<file path="config.mk">
export PLATFORM = sky130hd
export DESIGN_NAME = pc_sequencer
export DESIGN_NICKNAME = d
export VERILOG_FILES = /design/src/rtl/pc_seq_pkg.sv /design/src/rtl/pc_ret_stack.sv /design/src/rtl/pc_sequencer.sv
export SDC_FILE = /design/constraint.sdc
export NUM_CORES = 1
export LEC_CHECK = 0
export BUFFER_PORTS_ARGS = -buffer_cell sky130_fd_sc_hd__buf_2
export CORE_MARGIN = 2
export CORE_UTILIZATION = 58
export DETAILED_ROUTE_END_ITERATION = 16
export GPL_TIMING_DRIVEN = 0
export PLACE_DENSITY = 0.84
export SYNTH_ARGS = -nofsm -noshare
export SYNTH_HDL_FRONTEND = slang
export SYNTH_SLANG_ARGS = --single-unit
</file>
<file path="constraint.sdc">
create_clock -name clk -period 4.1 [get_ports clk]
set_input_delay 0.82 -clock clk [delete_from_list [all_inputs] [get_ports clk]]
set_output_delay 0.82 -clock clk [all_outputs]
set_load 0.05 [all_outputs]
</file>
<file path="src/rtl/pc_seq_pkg.sv">
// Shared types and default constants for the next-PC sequencer.
//  seq_state_e   : boot / run / fault sequencer states
//  DefResetVec   : default boot address
//  DefIrqVec     : default interrupt handler entry
package pc_seq_pkg;

   typedef enum logic [1:0] {StBoot, StRun, StFault} seq_state_e;

   localparam logic [7:0] DefResetVec = 8'h00;
   localparam logic [7:0] DefIrqVec   = 8'hF0;

endpackage

</file>
<file path="src/rtl/pc_ret_stack.sv">
// Hardware return-address LIFO.
//  clk, rst_n : clock, async active-low reset (clears the pointer only)
//  push, pop  : push push_data / drop top entry (ignored when full / empty)
//  push_data  : address to push
//  top        : most recently pushed entry (undefined when empty)
//  full, empty: occupancy flags
module pc_ret_stack #(
   parameter int unsigned AW    = 8,
   parameter int unsigned DEPTH = 4
) (
   input  logic          clk,
   input  logic          rst_n,
   input  logic          push,
   input  logic          pop,
   input  logic [AW-1:0] push_data,
   output logic [AW-1:0] top,
   output logic          full,
   output logic          empty
);

   localparam int unsigned PW = $clog2(DEPTH);
   localparam int unsigned SW = $clog2(DEPTH + 1);

   logic [SW-1:0] sp;
   logic [AW-1:0] mem [DEPTH];
   logic [PW-1:0] top_idx;

   assign full    = (sp == SW'(DEPTH));
   assign empty   = (sp == '0);
   assign top_idx = PW'(sp - SW'(1));
   assign top     = mem[top_idx];

   always_ff @(posedge clk or negedge rst_n) begin
      if (!rst_n) begin
         sp <= '0;
      end else if (push && !full) begin
         sp <= sp + SW'(1);
      end else if (pop && !empty) begin
         sp <= sp - SW'(1);
      end
   end

   // Contents need no reset: an entry is only read after it was written.
   always_ff @(posedge clk) begin
      if (push && !full) begin
         mem[sp[PW-1:0]] <= push_data;
      end
   end

endmodule

</file>
<file path="src/rtl/pc_sequencer.sv">
// Next-PC controller: resolves stall / iret / ret / call / branch / interrupt requests into
// the PC's jump, hold and jump_line controls; owns the return stack, the interrupt-pending
// latch and the boot/run/fault FSM.
//  clk, rst_n        : clock, async active-low reset
//  pc_now            : current PC value
//  stall_req         : hold the PC, ignore everything else this cycle
//  branch_req/target : taken branch
//  call_req/target   : call, pushes pc_now+1
//  ret_req, iret_req : return (iret also leaves the handler)
//  irq               : level interrupt request
//  jump, hold        : PC controls (combinational, same-edge effect)
//  jump_line         : PC load value
//  flush             : discard instruction at pc_now
//  irq_ack           : registered one-cycle pulse after an interrupt is taken
//  in_isr            : handler active, interrupts masked
//  fault             : sticky stack overflow/underflow
module pc_sequencer
   import pc_seq_pkg::*;
#(
   parameter int unsigned    AW        = 8,
   parameter int unsigned    DEPTH     = 4,
   parameter logic [AW-1:0]  RESET_VEC = AW'(DefResetVec),
   parameter logic [AW-1:0]  IRQ_VEC   = AW'(DefIrqVec)
) (
   input  logic          clk,
   input  logic          rst_n,
   input  logic [AW-1:0] pc_now,
   input  logic          stall_req,
   input  logic          branch_req,
   input  logic [AW-1:0] branch_target,
   input  logic          call_req,
   input  logic [AW-1:0] call_target,
   input  logic          ret_req,
   input  logic          iret_req,
   input  logic          irq,
   output logic          jump,
   output logic          hold,
   output logic [AW-1:0] jump_line,
   output logic          flush,
   output logic          irq_ack,
   output logic          in_isr,
   output logic          fault
);

   seq_state_e    state;
   logic          pending;
   logic          push, pop;
   logic [AW-1:0] push_data;
   logic [AW-1:0] top;
   logic          full, empty;
   logic          take_irq;
   logic          do_iret;
   logic          stack_err;

   pc_ret_stack #(
      .AW    (AW),
      .DEPTH (DEPTH)
   ) u_stack (
      .clk       (clk),
      .rst_n     (rst_n),
      .push      (push),
      .pop       (pop),
      .push_data (push_data),
      .top       (top),
      .full      (full),
      .empty     (empty)
   );

   // Priority mux. A stack error replaces the request's effect with a hold.
   always_comb begin
      jump      = 1'b0;
      hold      = 1'b0;
      jump_line = '0;
      flush     = 1'b0;
      push      = 1'b0;
      pop       = 1'b0;
      push_data = pc_now + AW'(1);
      take_irq  = 1'b0;
      do_iret   = 1'b0;
      stack_err = 1'b0;
      unique case (state)
         StBoot: begin
            jump      = 1'b1;
            jump_line = RESET_VEC;
            flush     = 1'b1;
         end
         StFault: begin
            hold  = 1'b1;
            flush = 1'b1;
         end
         default: begin
            if (stall_req) begin
               hold = 1'b1;
            end else if (iret_req || ret_req) begin
               if (empty) begin
                  stack_err = 1'b1;
               end else begin
                  pop       = 1'b1;
                  jump      = 1'b1;
                  jump_line = top;
                  do_iret   = iret_req;
               end
            end else if (call_req) begin
               if (full) begin
                  stack_err = 1'b1;
               end else begin
                  push      = 1'b1;
                  jump      = 1'b1;
                  jump_line = call_target;
               end
            end else if (branch_req) begin
               jump      = 1'b1;
               jump_line = branch_target;
            end else if (pending && !in_isr) begin
               if (full) begin
                  stack_err = 1'b1;
               end else begin
                  push      = 1'b1;
                  push_data = pc_now;
                  jump      = 1'b1;
                  jump_line = IRQ_VEC;
                  flush     = 1'b1;
                  take_irq  = 1'b1;
               end
            end
            if (stack_err) begin
               hold = 1'b1;
            end
         end
      endcase
   end

   always_ff @(posedge clk or negedge rst_n) begin
      if (!rst_n) begin
         state   <= StBoot;
         pending <= 1'b0;
         in_isr  <= 1'b0;
         fault   <= 1'b0;
         irq_ack <= 1'b0;
      end else begin
         irq_ack <= take_irq;
         unique case (state)
            StBoot: state <= StRun;
            StRun: begin
               if (stack_err) begin
                  state <= StFault;
                  fault <= 1'b1;
               end
               if (take_irq) begin
                  pending <= 1'b0;
                  in_isr  <= 1'b1;
               end else begin
                  if (irq && !in_isr) begin
                     pending <= 1'b1;
                  end
                  if (do_iret) begin
                     in_isr <= 1'b0;
                  end
               end
            end
            default: state <= StFault;
         endcase
      end
   end

endmodule

</file>
==> results.py, run 1 <==
metrics = {
    "logic_synthesis": {
        "synth_area_sq_um": 2110,
        "postSynthCellCount": 153,
        "avgSynthCellArea_sq_um": 13.8,
        "ys.flop_type": "edfxtp_1",
        "synth_edf_count": 32,
        "yosys.area.top_type": "edfxtp_1",
        "yosys-top-cells-area": "edfxtp_1, dfrtp_1, mux4_2",
        "yosys_warnings": 0,
        "synth_top_area_share_pct": 45.5,
        "async_flop_share_pct": 22.0,
        "syn-num-nets": 191,
        "ys_seq_area_share_pct": 56.2,
        "synth_seq_cells": 41,
        "synthDistinctLibCells": 44,
    },
    "power": {
        "internal_power_uw": 939,
        "p_sw_uw": 586,
        "clkPwrFrac_pct": 20.7,
        "p_leak_uw": 0.00101,
        "netSwitchingFraction_pct": 38.4,
        "ir_drop_uv": 278,
        "combPwrFrac_pct": 43.8,
        "seq_power_share_pct": 35.5,
        "p_per_area_nw_per_um2": 611,
    },
    "clock_network": {
        "cts_tree": "yes",
        "numClockSinks": 41,
        "cts_made_buffers": 5,
        "cts_root_buf": "clkbuf_4",
        "clk_latency_ns": 0.34,
        "cts_hold_buffers": 0,
        "cts_setup_buffers": 0,
        "clkTransAtPathRegs_ns": 0.12,
        "clockBufferDepth": 2,
        "htreeDepth": 2,
        "post_cts_resized": 0,
    },
    "route": {
        "drc": 0,
        "first_pass_iters": 4,
        "drtAntennaViolNets": 0,
        "viasPerCell": 5.93,
        "drt-total-wl_um": 4340,
        "num_vias": 1494,
        "drt_iter0_drc": 132,
        "post_drt_wl_per_cell_um": 17.2,
    },
    "grt": {
        "overflow": 0,
        "grt_max_degree": 14,
        "grt_use_total_pct": 23.5,
        "antenna_found_initial": 0,
        "grt_pass1_wl_um": 7120,
        "first_global_vias": 1496,
    },
    "layout": {
        "final_nets": 243,
        "fin_cells": 252,
        "final_common_cell": "buf_2",
        "layout_common_cells": "buf_2, edfxtp_1, inv_1, o22ai_1, dfrtp_1",
        "antenna_cells": 0,
        "drive_gt1_share_pct": 38.8,
        "area_delta_synth_final_pct": 18.3,
        "fill_cells": 224,
        "final_area_sq_um": 2500,
    },
    "placed_design": {
        "place.gp.congestion": 0.891,
        "io_buffers": 45,
        "dp_hpwl_um": 3230,
        "place_area_sq_um": 2390,
        "place_ws_ns": 1.19,
        "dp_cells": 244,
    },
    "run_status": {
        "status": "completed",
    },
    "critical_path": {
        "ff2ff_path_depth": 6,
        "crit_arrival_ns": 2.46,
        "r2r_slack_ns": 1.72,
        "cp_max_fo": 10,
        "cp-endpoint": "jump_line[0]",
        "cp.required_ns": 3.28,
        "crit_path_start": "u_stack.sp[0]",
        "r2r_start": "u_stack.sp[0]",
        "critPathKind": "reg -> out",
        "reg2reg_to": "u_stack.mem[1][2]",
        "cp-end-kind": "primary output",
        "cp-start-kind": "register",
    },
    "sta": {
        "min_period_ns": 3.28,
        "hold_viol": 0,
        "worst_pin_slew_ns": 0.434,
        "slew_headroom_pct": 71.1,
        "finalSetupTns_ns": 0,
        "final-setup-viol-count": 0,
        "fin_crit_sh_pct": 80.0,
        "fmax_mhz": 305,
        "finalWorstSetupSlack_ns": 0.819,
        "grt_setup_unrepaired": "no",
        "slew_violations": 0,
        "skew_ns": 0.0128,
    },
    "floorplan": {
        "die_w_um": 64.3,
        "start_util_pct": 61.8,
        "rows": 21,
        "die_y_um": 64.3,
        "io_pins": 46,
        "core_region_area_sq_um": 3420,
        "die-area_sq_um": 4140,
    },
    "min_path": {
        "hold_path.class": "in -> async",
    },
    "run": {
        "max_cap_violations": 0,
    },
}
==> cell type report <==
| class | instances | area (sq um) | share of cell area [%] |
|---|---|---|---|
| repair buffers | 45 | 225 | 9.02 |
| inverters | 13 | 48.8 | 1.95 |
| well taps | 46 | 57.6 | 2.31 |
| multi-input cells | 94 | 842 | 33.7 |
| clock inverters | 3 | 65.1 | 2.61 |
| flip-flops and latches | 41 | 1190 | 47.5 |
| clock buffers | 5 | 37.5 | 1.50 |
| plain buffers | 5 | 33.8 | 1.35 |
==> layer usage <==
| layer | up-vias | GRT usage [%] | wire length, um |
|---|---|---|---|
| li1 | 699 | - | - |
| met4 | 0 | 7.71 | 69 |
| met3 | 8 | 6.34 | 345 |
| met2 | 79 | 41.4 | 2200 |
| met5 | - | 0 | 0 |
| met1 | 708 | 27.8 | 1730 |
==> worst min-delay path by stage <==
stage,start,endpoint,slack (ns),cells after the start
2_1_floorplan,pending,pending,0.48,2
3_3_place_gp,fault,fault,0.44,1
3_5_place_dp,fault,fault,0.46,1
4_1_cts,rst_n,state[0],0.30,1
5_1_grt,rst_n,irq_ack,0.28,1
6_report,rst_n,irq_ack,0.30,1
==> cell usage after synthesis, types with 2 or more instances <==
| cell | number |
|---|---|
| ha_1 | 6 |
| o22ai_1 | 13 |
| nand2_2 | 2 |
| a32oi_1 | 4 |
| inv_1 | 13 |
| o21ai_0 | 2 |
| nor2b_1 | 2 |
| xnor2_1 | 8 |
| and3_1 | 2 |
| nand2b_1 | 2 |
| mux4_2 | 8 |
| edfxtp_1 | 32 |
| dfrtp_1 | 9 |
| and2_1 | 4 |
| nand4_1 | 6 |
| o211ai_1 | 2 |
| nand3_1 | 2 |
| buf_2 | 3 |
| nand2_1 | 3 |
| nor2_1 | 6 |
==> worst max-delay path, cell delays in order (launching register included) <==
cell,delay (ns)
dfrtp_1,0.40
buf_4,0.23
inv_1,0.14
ha_1,0.31
nand2b_1,0.18
nand3_2,0.13
buf_2,0.21
o22ai_1,0.22
buf_2,0.30
==> sequential cells by signal, summed over array words and instances (netlist names) <==
| register | count |
|---|---|
| fault | 1 |
| in_isr | 1 |
| irq_ack | 1 |
| pending | 1 |
| state | 2 |
| u_stack.mem | 32 |
| u_stack.sp | 3 |
==> power groups by stage <==
stage	Clock (uW)	Sequential, uW	Combinational (uW)
after floorplan	0	573	486
after global placement	0	545	644
after detailed placement	0	548	664
after CTS	319	539	669
after global routing	343	546	715
final	316	541	668
==> metrics by stage <==
stage / hold slack (ns) / util [%] / total power (uW)
final: 0.299 / 73.1 / 1530
after global routing: 0.277 / 73.1 / 1600
after CTS: 0.296 / 73.1 / 1530
after detailed placement: 0.459 / 70.1 / 1210
after global placement: 0.444 / 70.1 / 1190
after floorplan: 0.480 / - / 1060
==> cells by family after synthesis <==
| logic type | after synthesis | share of synthesized area (%) |
|---|---|---|
| fa+ha+maj | 6 | 3.56 |
| mux | 9 | 9.25 |
| xor+xnor | 9 | 3.73 |
| flops | 41 | 56.2 |
| compound gates | 32 | 11.2 |
| simple gates | 38 | 12.2 |
| buf+inv | 18 | 3.91 |
Note: power is estimated with default switching activity, not from simulation.
==> run 2: changes to the inputs <==
ABC_AREA = 1   (was default)
CORE_UTILIZATION = 55   (was 58)
PLACE_DENSITY = 0.8   (was 0.84)
clock period = 3.4 ns   (was 4.1 ns; I/O delays follow)
==> run 2 against run 1 <==
Against the previous run: hold slack got worse by 0.059 ns; critical endpoint is now jump_line[4]; critical path depth grew 2; die area is 17% higher; clock power rose by 13%; core utilization fell by 5.2 points; clock skew down 0.0094 ns.
==> results.py, run 2 <==
metrics = {
    "layout": {
        "fill_cells": 327,
        "antenna_cells": 0,
        "largest_register_ffs": 32,
        "final_nets": 362,
        "final_common_cell": "nand2_1",
        "final_area_sq_um": 2750,
        "layout_common_cells": "nand2_1, buf_2, edfxtp_1, inv_1, nor2_1",
        "drive_gt1_share_pct": 24.9,
        "utilization_pct": 67.9,
        "area_delta_synth_final_pct": 16.5,
    },
    "sta": {
        "worst_pin_slew_ns": 0.768,
        "final-setup-viol-count": 0,
        "grt_setup_unrepaired": "no",
        "finalWorstSetupSlack_ns": 0.232,
        "min_period_ns": 3.17,
        "finalSetupTns_ns": 0,
        "slew_headroom_pct": 48.6,
        "skew_ns": 0.00338,
        "slew_violations": 0,
        "fmax_mhz": 316,
        "fin_crit_sh_pct": 93.2,
        "hold_viol": 0,
    },
    "critical_path": {
        "critPathMostFrequentCell": "buf_2",
        "r2r_start": "u_stack.sp[0]",
        "cp_slowest_cell": "dfrtp_1",
        "cp_cell_sequence": "buf_2, inv_2, buf_4, ha_1, nand2_2, inv_1, o21bai_1, nand3b_1, nand2_1, buf_2",
        "critPathKind": "reg -> out",
        "r2r_slack_ns": 0.68,
        "reg2reg_to": "u_stack.mem[2][2]",
        "critPathMaxStageDelay_ns": 0.38,
        "ff2ff_path_depth": 9,
        "crit_arrival_ns": 2.49,
        "cpLargestDelayFamily": "buffers and inverters",
        "cp-end-kind": "primary output",
        "cp_num_buf_inv": 5,
        "cp.required_ns": 2.72,
        "cp-start-kind": "register",
        "cp_max_fo": 12,
    },
    "floorplan": {
        "start_util_pct": 58.2,
        "die-area_sq_um": 4840,
        "core_region_area_sq_um": 4060,
        "die_y_um": 69.6,
        "rows": 23,
        "io_pins": 46,
        "die_w_um": 69.6,
    },
    "min_path": {
        "hold_path.class": "in -> async",
    },
    "logic_synthesis": {
        "syn-num-nets": 311,
        "postSynthCellCount": 273,
        "synthDistinctLibCells": 32,
        "synth_edf_count": 32,
        "async_flop_share_pct": 22.0,
        "yosys_warnings": 0,
        "ys.flop_type": "edfxtp_1",
        "synth_compound_gate_area_share_pct": 7.99,
        "ys_seq_area_share_pct": 50.2,
        "yosysMostFrequentCell": "nand2_1",
        "synth_adder_area_share_pct": 3.18,
        "synth_seq_cells": 41,
        "synth_xor_area_share_pct": 0.371,
        "synth.area.mux_share_pct": 0,
        "synthTopCellsByCount": "nand2_1, edfxtp_1, inv_1",
        "yosys-top-cells-area": "edfxtp_1, nand2_1, dfrtp_1",
        "synth_top_family_by_area": "simple AND/OR/NAND/NOR gates",
        "synth_top_area_share_pct": 40.7,
        "synth_area_sq_um": 2360,
        "yosys.area.top_type": "edfxtp_1",
        "avgSynthCellArea_sq_um": 8.66,
        "yosys.area_share.simple_pct": 30.3,
    },
    "clock_network": {
        "htreeDepth": 2,
        "cts_setup_buffers": 0,
        "clk_latency_ns": 0.28,
        "clkTransAtPathRegs_ns": 0.07,
        "cts_made_buffers": 5,
        "numClockSinks": 41,
        "clockBufferDepth": 2,
        "cts_tree": "yes",
        "cts_root_buf": "clkbuf_8",
    },
    "placed_design": {
        "place_ws_ns": 0.393,
        "io_buffers": 44,
        "place.gp.congestion": 0.867,
        "dp_hpwl_um": 3600,
        "place_area_sq_um": 2650,
    },
    "grt": {
        "first_global_vias": 1757,
        "antenna_found_initial": 0,
        "grt_pass1_wl_um": 7730,
        "grt_max_degree": 13,
        "grt_use_total_pct": 20.2,
        "overflow": 0,
    },
    "route": {
        "num_vias": 1911,
        "drtAntennaViolNets": 0,
        "drc": 0,
        "viasPerCell": 5.10,
        "drt_iter0_drc": 69,
        "post_drt_wl_per_cell_um": 12.3,
        "drt-total-wl_um": 4600,
        "first_pass_iters": 4,
    },
    "power": {
        "ir_drop_uv": 301,
        "power_uw": 968,
        "p_per_area_nw_per_um2": 351,
        "p_leak_uw": 0.00134,
    },
    "run_status": {
        "status": "completed",
    },
    "run": {
        "max_cap_violations": 0,
    },
}
run 2: per-stage QoR:
stage,std cells,hold slack [ns]
after global routing,375,0.245
final,375,0.241
after floorplan,273,0.384
after CTS,375,0.235
after detailed placement,367,0.458
after global placement,367,0.441
run 2: cell type report:
type                    count  area (sq um)  area share [%]
clock inverters             2          33.8            1.23
plain buffers               6          45.0            1.64
inverters                  36           144            5.22
flip-flops and latches     41          1190            43.1
clock buffers               6          72.6            2.64
multi-input cells         190           990            35.9
repair buffers             44           220            8.00
well taps                  50          62.6            2.27
run 2: worst max path at each step:
stage	startpoint	end	slack, ns	cells after the start
after floorplan	u_stack.sp[0]	jump_line[0]	0.37	7
after global placement	u_stack.sp[0]	jump_line[6]	0.41	10
after detailed placement	u_stack.sp[0]	jump_line[5]	0.39	10
after CTS	u_stack.sp[0]	jump_line[5]	0.09	10
after global routing	u_stack.sp[0]	jump_line[7]	0.004	10
final	u_stack.sp[0]	jump_line[4]	0.23	10
run 2: where the power goes:
group,internal [uW],total (uW),switching [uW]
Clock,216,358,142
Sequential,543,543,0
Combinational,26.9,66.8,40.0
Total,786,968,182
run 2: repair_timing:
action	CTS	global route
endpoints found under the setup margin	0	4
hold buffers	0	0
gates resized for setup	0	2
run 2: layer usage:
metal	vias to the layer above	part of all wire, %	track usage [%]
met4	0	1.2	6.10
met1	843	42	25.9
met5	-	0	0
met3	5	8.7	4.80
met2	68	48	34.0
li1	995	-	-
run 2: kinds of logic (layout without fill, tap and decap cells):
| kind of cell | count (synthesis) | in the layout |
|---|---|---|
| AO/OA/AOI/OAI | 33 | 33 |
| flip-flops | 41 | 41 |
| buffers and inverters | 42 | 94 |
| AND/OR/NAND/NOR | 150 | 150 |
| adder cells (fa/ha/maj) | 6 | 6 |
| XOR/XNOR | 1 | 1 |
